[config.mk]
export PLATFORM = sky130hd
export DESIGN_NAME = if_fetch_unit
export DESIGN_NICKNAME = d
export VERILOG_FILES = /design/src/rtl/if_fetch_unit.sv
export SDC_FILE = /design/constraint.sdc
export NUM_CORES = 1
export LEC_CHECK = 0
export ABC_CLOCK_PERIOD_IN_PS = 2500
export CORE_MARGIN = 5
export CORE_UTILIZATION = 25
export CTS_BUF_LIST = sky130_fd_sc_hd__clkbuf_4 sky130_fd_sc_hd__clkbuf_8 sky130_fd_sc_hd__clkbuf_16
export CTS_CLUSTER_DIAMETER = 200
export DETAILED_ROUTE_END_ITERATION = 12
export SLEW_MARGIN = 10
export SYNTH_ARGS = -nofsm -noshare
export SYNTH_HDL_FRONTEND = slang
export SYNTH_SLANG_ARGS = --single-unit
[constraint.sdc]
create_clock -name clk_i -period 2.5 [get_ports clk_i]
set_input_delay 0.625 -clock clk_i [delete_from_list [all_inputs] [get_ports clk_i]]
set_output_delay 0.625 -clock clk_i [all_outputs]
set_load 0.02 [all_outputs]
[src/rtl/if_fetch_unit.sv]
// if_fetch_unit: instruction-fetch stage owning the PC, issuing reads on a req/addr_ok/data_ok bus
//   and holding the fetched {pc, inst, valid} in a one-entry buffer for the IF/ID register.
// Ports:
//   clk_i, rst_ni              clock, asynchronous active-low reset
//   stall_i                    IF/ID holding; the buffered instruction is not consumed
//   flush_i, redirect_pc_i     redirect to a new PC; in-flight fetch of the old path is dropped
//   inst_req_o, inst_addr_o    bus request and address (held until inst_addr_ok_i)
//   inst_addr_ok_i             address accepted
//   inst_data_ok_i, inst_rdata_i  read data return
//   if_pc_o, if_inst_o, if_valid_o  buffered instruction (zeros when not valid)
module if_fetch_unit #(
   parameter logic [31:0] RESET_PC = 32'hBFC00000
) (
   input  logic        clk_i,
   input  logic        rst_ni,
   input  logic        stall_i,
   input  logic        flush_i,
   input  logic [31:0] redirect_pc_i,
   output logic        inst_req_o,
   output logic [31:0] inst_addr_o,
   input  logic        inst_addr_ok_i,
   input  logic        inst_data_ok_i,
   input  logic [31:0] inst_rdata_i,
   output logic [31:0] if_pc_o,
   output logic [31:0] if_inst_o,
   output logic        if_valid_o
);
   typedef enum logic [1:0] {S_IDLE, S_REQ, S_WAIT} state_t;
   state_t      r_state;
   logic [31:0] r_pc;
   logic [31:0] r_req_addr;
   logic [31:0] r_buf_pc;
   logic [31:0] r_buf_inst;
   logic        r_buf_valid;
   logic        r_kill;
   logic        w_consume;
   assign w_consume = r_buf_valid & ~stall_i;
   always_ff @(posedge clk_i or negedge rst_ni) begin
      if (!rst_ni) begin
         r_state     <= S_IDLE;
         r_pc        <= RESET_PC;
         r_req_addr  <= 32'h0;
         r_buf_pc    <= 32'h0;
         r_buf_inst  <= 32'h0;
         r_buf_valid <= 1'b0;
         r_kill      <= 1'b0;
      end else begin
         if (w_consume) r_buf_valid <= 1'b0;
         case (r_state)
            // a new fetch only starts once the buffer is free, so returning data never collides
            S_IDLE: if (!flush_i && (!r_buf_valid || w_consume)) begin
               r_req_addr <= r_pc;
               r_pc       <= r_pc + 32'd4;
               r_state    <= S_REQ;
            end
            S_REQ: if (inst_addr_ok_i) r_state <= S_WAIT;
            S_WAIT: if (inst_data_ok_i) begin
               if (!(r_kill || flush_i)) begin
                  r_buf_valid <= 1'b1;
                  r_buf_pc    <= r_req_addr;
                  r_buf_inst  <= inst_rdata_i;
               end
               r_kill  <= 1'b0;
               r_state <= S_IDLE;
            end
            default: r_state <= S_IDLE;
         endcase
         // a transaction still outstanding after this edge belongs to the old path
         if (flush_i) begin
            r_pc        <= redirect_pc_i;
            r_buf_valid <= 1'b0;
            if (r_state == S_REQ || (r_state == S_WAIT && !inst_data_ok_i)) r_kill <= 1'b1;
         end
      end
   end
   assign inst_req_o  = (r_state == S_REQ);
   assign inst_addr_o = r_req_addr;
   assign if_valid_o  = r_buf_valid;
   assign if_pc_o     = r_buf_valid ? r_buf_pc : 32'h0;
   assign if_inst_o   = r_buf_valid ? r_buf_inst : 32'h0;
endmodule
==> impl_metrics.tcl, run 1 <==
set metrics [dict create \
    seqPwrFrac_pct 40.4 \
    clock.fmax_mhz 415.7 \
    first_iter_violations 216 \
    cp_num_buf_inv 2 \
    numPortBuffers 167 \
    drc 0 \
    ys_seq_area_share_pct 54.52 \
    swShare_pct 29.93 \
    vias 4597 \
    area_growth_syn_to_layout_pct 47.11 \
    core-area_um2 24110 \
    dp_cells 995 \
    start_util_pct 25.22 \
    status "finished, final reports clean" \
    hold_viol_final 0 \
    place_congestion 0.7589 \
    finalSetupTns_ns 0 \
    crit_type "reg -> out" \
    cts_max_level 4 \
    setup_violations 0 \
    grt_pass1_vias 4748 \
    p_int_uw 6114 \
    clockBufferDepth 2 \
    antenna_found_initial 0 \
    cp.depth 3 \
    worst_ep_required_time_ns 1.88 \
    ant_nets 0 \
    power_density_nw_per_um2 975.6 \
    cts-buffers-inserted 17 \
    cts_tree "built" \
    leakage_uw 0.003900 \
    ir_drop_uv 453.8 \
    end_kind "primary output" \
    endpoint "if_pc_o[26]" \
    wirelength_mm 17.11 \
    regArea_um2 3316 \
    drive_above_1_share_pct 24.07 \
    critPathMaxFanout 48 \
    utilization_pct 37.10 \
    regToRegEndpoint "r_pc[26]$_DFFE_PN1P_" \
    synth_top_cell_by_area "dfrtp_1" \
    multi_input_area_um2 2633 \
    synth.top_cells.by_count "123 x dfrtp_1, 98 x mux2_2, 67 x and2_1, 28 x nand2_1, 25 x clkbuf_1" \
    grt_max_degree 55 \
    fin_worst_skew_ns 0.008715 \
    async_flop_share_pct 100.0 \
    fillerInstances 2379 \
    syn_area_per_cell_um2 11.87 \
    synth.area.top_cells "dfrtp_1 51%, mux2_2 18%, and2_1 6.9%, dfstp_2 3.9%, nand2_1 1.7%" \
    drv_cap 0 \
    critPathLaunchType "register" \
    syn_inst 512 \
    nets 761 \
    grt_overflow 0 \
    dr.pass1.iters 4 \
    worst_hold_path_type "in -> async" \
    fin_cells 1027 \
    path_cells "buf_12 -> and2_1 -> clkdlybuf4s50_1" \
    synthDistinctLibCells 46 \
    yosysMostFrequentCell "dfrtp_1" \
    yosysTopAreaCellShare_pct 50.63 \
    synth_nets 583 \
    ys_ff_latch 132 \
    reg2reg_depth 4 \
    post-cts-setup-buffer-count 0 \
    fin_crit_ns 2.406 \
    wl_per_cell_um 16.66 \
    die_w_um 165.9 \
    grt_first_pass_wirelength_mm 27.57 \
    rrSetupSlack_ns 0.39 \
    dp_hpwl_mm 12.22 \
    dieArea_um2 27540 \
    grt_usage_pct 12.49 \
    dp_worst_setup_slack_ns -0.05352 \
    synthFlopType "dfrtp_1" \
    dieHeight_um 165.9 \
    yosys_warnings 0 \
    maxSlewViolCount 0 \
    crit_start "if_valid_o$_DFF_PN0_" \
    synth_area_um2 6080 \
    cpMaxStageDelayCell "clkdlybuf4s50_1" \
    power_switching_uw 2611 \
    synth_edf_count 0 \
    critPathMaxStageDelay_ns 0.61 \
    clk_latency_ns 0.42 \
    maxSlewHeadroom_pct 58.53 \
    rows 57 \
    rsz0062_at_grt "false" \
    postLayoutSetupSlackWorst_ns 0.09429 \
    io_pins 168 \
    cts_root_buffer "clkbuf_16" \
    cts_sinks 132 \
    combPwrFrac_pct 29.1 \
    worstMarginPinSlew_ns 0.6164 \
    cpLargestDelayFamily "buffers and inverters" \
    arrival_ns 1.78 \
    pwr-share-clk_pct 30.5 \
    clk_pin_slew_ns 0.06 \
    reg2reg_from "r_pc[7]$_DFFE_PN0P_" \
    vias_per_cell 4.476 \
    fin_crit_sh_pct 96.23 \
]
-- power groups by stage --
| stage | clock network, µW | logic [µW] | registers [µW] |
|---|---|---|---|
| after floorplan | 0 | 1200 | 3680 |
| after global placement | 0 | 2530 | 3560 |
| after detailed placement | 0 | 2570 | 3580 |
| after CTS | 2740 | 2570 | 3550 |
| after global routing | 2830 | 2730 | 3660 |
| final | 2660 | 2540 | 3530 |
-- state kept, by name, summed over array words and instances, names as in the netlist --
signal       cells
if_valid_o       1
r_state          2
inst_addr_o     32
r_pc            32
r_buf_inst      32
r_buf_pc        32
r_kill           1
-- kinds of logic (layout without fill, tap and decap cells) --
group / count (synthesis) / count (layout) / share of synthesized area (%)
compound gates: 50 / 50 / 5.948
mux: 100 / 100 / 18.48
xor+xnor: 9 / 9 / 1.297
simple gates: 182 / 182 / 17.06
fa+ha+maj: 1 / 1 / 0.2058
other cells: 0 / 1 / 0
buf+inv: 38 / 228 / 2.490
flops: 132 / 132 / 54.52
-- timing repair --
item / 4_1_cts / 5_1_grt
hold endpoints to repair: 0 / 0
resized for setup: 2 / 10
endpoints found under the setup margin: 5 / 10
hold buffers: 0 / 0
-- per-stage QoR --
step           hold WS [ns]  cell area, µm²  power (µW)
2_1_floorplan        0.3294            6080        4872
3_3_place_gp         0.4811            8295        6083
3_5_place_dp         0.4874            8295        6148
4_1_cts              0.1747            8916        8862
5_1_grt              0.1986            8941        9214
6_report             0.1694            8944        8725
-- area by class of cell --
type | count | share of cell area, %
clock buffers | 21 | 5.162
diodes | 1 | 0.02798
well taps | 324 | 4.533
flip-flops and latches | 132 | 37.07
multi-input cells | 342 | 29.43
repair buffers | 190 | 21.73
inverters | 7 | 0.2938
clock inverters | 10 | 1.749
-- placed cells by master (no fill, tap or decap), drive strengths merged, types with 7 or more instances in the layout --
cell and instances:
clkbuf 21, a31oi 7, xor2 7, and3 8
mux2 98, and2 67, buf 25, nand4 13
dfstp 9, dfrtp 123, clkdlybuf4s50 154, dlymetal6s2s 10
nand3 18, nor2 17, or4 12, nand2 28
o21ai 11
-- how the worst min path moves through the flow --
stage	start	endpoint	slack, ns	cells past startpoint
floorplan	rst_ni	if_valid_o$_DFF_PN0_	0.33	0
detailed placement	r_buf_inst[11]$_DFFE_PN0P_	r_buf_inst[11]$_DFFE_PN0P_	0.49	1
finish	rst_ni	r_buf_inst[11]$_DFFE_PN0P_	0.17	1
CTS	rst_ni	r_buf_inst[11]$_DFFE_PN0P_	0.17	1
global route	rst_ni	r_buf_inst[13]$_DFFE_PN0P_	0.20	1
global placement	r_buf_pc[31]$_DFFE_PN0P_	r_buf_pc[31]$_DFFE_PN0P_	0.48	1
-- per-layer routing --
layer / part of all wire [%] / track usage [%] / up-vias
met1: 50 / 17.35 / 2257
met4: 0.82 / 2.905 / 0
met2: 44 / 18.89 / 136
met5: 0 / 0 / -
li1: - / - / 2192
met3: 5.4 / 4.237 / 12
Note: power is estimated with default switching activity, not from simulation.
==> run 2: changes to the inputs <==
ABC_CLOCK_PERIOD_IN_PS = 2550   (was 2500)
clock period = 2.55 ns   (was 2.5 ns; I/O delays follow)
==> impl_metrics.tcl, run 2 (synthesis results as in run 1) <==
set metrics [dict create \
    worst_hold_path_type "in -> async" \
    start_util_pct 25.22 \
    maxSlewViolCount 0 \
    nets 761 \
    cpMaxStageDelayCell "clkdlybuf4s50_1" \
    fin_crit_sh_pct 97.17 \
    status "finished, final reports clean" \
    grt_max_degree 49 \
    grt_first_pass_wirelength_mm 27.72 \
    arrival_ns 1.84 \
    numPortBuffers 167 \
    path_cells "nor2b_1 -> clkdlybuf4s50_1" \
    rsz0062_at_grt "false" \
    clk_latency_ns 0.42 \
    postLayoutSetupSlackWorst_ns 0.07222 \
    vias_per_cell 4.494 \
    dp_hpwl_mm 12.40 \
    leakage_uw 0.003758 \
    worstMarginPinSlew_ns 0.6203 \
    area_growth_syn_to_layout_pct 46.29 \
    cts_tree "built" \
    worst_ep_required_time_ns 1.91 \
    rows 57 \
    layout_commonest_cell "clkdlybuf4s50_1" \
    wl_per_cell_um 16.52 \
    fin_worst_skew_ns 0.01572 \
    dieHeight_um 165.9 \
    place_congestion 0.7649 \
    diodes 0 \
    report.power.total_uw 8324 \
    first_iter_violations 194 \
    antenna_found_initial 0 \
    ant_nets 0 \
    drv_cap 0 \
    critPathMaxStageDelay_ns 0.69 \
    cts-buffers-inserted 17 \
    drc 0 \
    cts_sinks 132 \
    grt_overflow 0 \
    critPathLaunchType "register" \
    io_pins 168 \
    fillerInstances 2420 \
    post-cts-setup-buffer-count 0 \
    fin_crit_ns 2.478 \
    grt_pass1_vias 4801 \
    wirelength_mm 16.97 \
    dieArea_um2 27540 \
    cts_max_level 4 \
    hold_viol_final 0 \
    crit_type "reg -> out" \
    dp_worst_setup_slack_ns -0.1107 \
    setup_violations 0 \
    clockBufferDepth 2 \
    power_density_nw_per_um2 936.0 \
    ir_drop_uv 425.3 \
    drive_above_1_share_pct 24.18 \
    clock.fmax_mhz 403.6 \
    vias 4615 \
    die_w_um 165.9 \
    dr.pass1.iters 4 \
    end_kind "primary output" \
    critPathMaxFanout 8 \
    maxSlewHeadroom_pct 58.27 \
    grt_usage_pct 12.54 \
    core-area_um2 24110 \
    postCtsHoldBufs 0 \
    cts_root_buffer "clkbuf_16" \
    clk_pin_slew_ns 0.06 \
    layout.cells.most_common_list "162 x clkdlybuf4s50_1, 122 x dfrtp_1, 98 x mux2_2" \
    cts_resized 0 \
]
[run 2: report_power, final]
part | total (µW) | internal (µW) | switching (µW)
registers | 3460 | 2910 | 549
logic | 2490 | 1400 | 1080
clock network | 2380 | 1470 | 905
total | 8320 | 5790 | 2540
[run 2: final timing paths]
path	cells past startpoint	slack, ns	to	start
setup / recovery	2	0.07	inst_req_o	r_state[1]$_DFFE_PN0P_
hold / removal	1	0.14	r_buf_inst[11]$_DFFE_PN0P_	rst_ni
setup reg to reg	4	0.43	r_pc[30]$_DFFE_PN0P_	r_pc[6]$_DFFE_PN0P_
hold reg to reg	1	0.50	r_buf_pc[19]$_DFFE_PN0P_	r_buf_pc[19]$_DFFE_PN0P_
max in group asynchronous	2	1.67	r_pc[28]$_DFFE_PN1P_	rst_ni
min in group clk_i	1	0.50	r_buf_pc[19]$_DFFE_PN0P_	r_buf_pc[19]$_DFFE_PN0P_
[run 2: area by class of cell]
class	instances	area (µm²)	share of cell area, %
Sequential cell	132	3316	37.28
Clock buffer	24	503.0	5.656
Inverter	7	26.28	0.2954
Clock inverter	8	75.07	0.8441
Multi-Input combinational cell	342	2633	29.60
Tap cell	324	405.4	4.558
Timing Repair Buffer	190	1936	21.76
[run 2: metal layers]
metal	GRT usage, %	share of wire (%)
met2	19.21	45
met4	2.905	0.81
met1	16.92	48
met3	4.761	6.4
met5	0	0
[run 2: worst max-delay path: cells and delay by family, from the launching register on]
family | cells | cell delay (ns)
and+or+nand+nor | 1 | 0.24
buffers and inverters | 1 | 0.69
DFF | 1 | 0.48
[run 2: per-stage QoR]
stage	hold WS [ns]	TNS, ns	area, µm²	util, %	std cells
after floorplan	0.3419	0	6080	-	512
after global placement	0.4815	-0.01737	8308	34.46	995
after detailed placement	0.4884	-0.4389	8308	34.46	995
after CTS	0.1445	0	8886	36.86	1027
after global routing	0.1633	0	8894	36.89	1027
final	0.1378	0	8894	36.89	1027
==> run 3: changes to the inputs <==
ABC_CLOCK_PERIOD_IN_PS = 2500   (was 2550)
clock period = 2.5 ns   (was 2.55 ns; I/O delays follow)
==> results of run 3 <==
Final layout, timing and power as in run 1 (identical DEF).
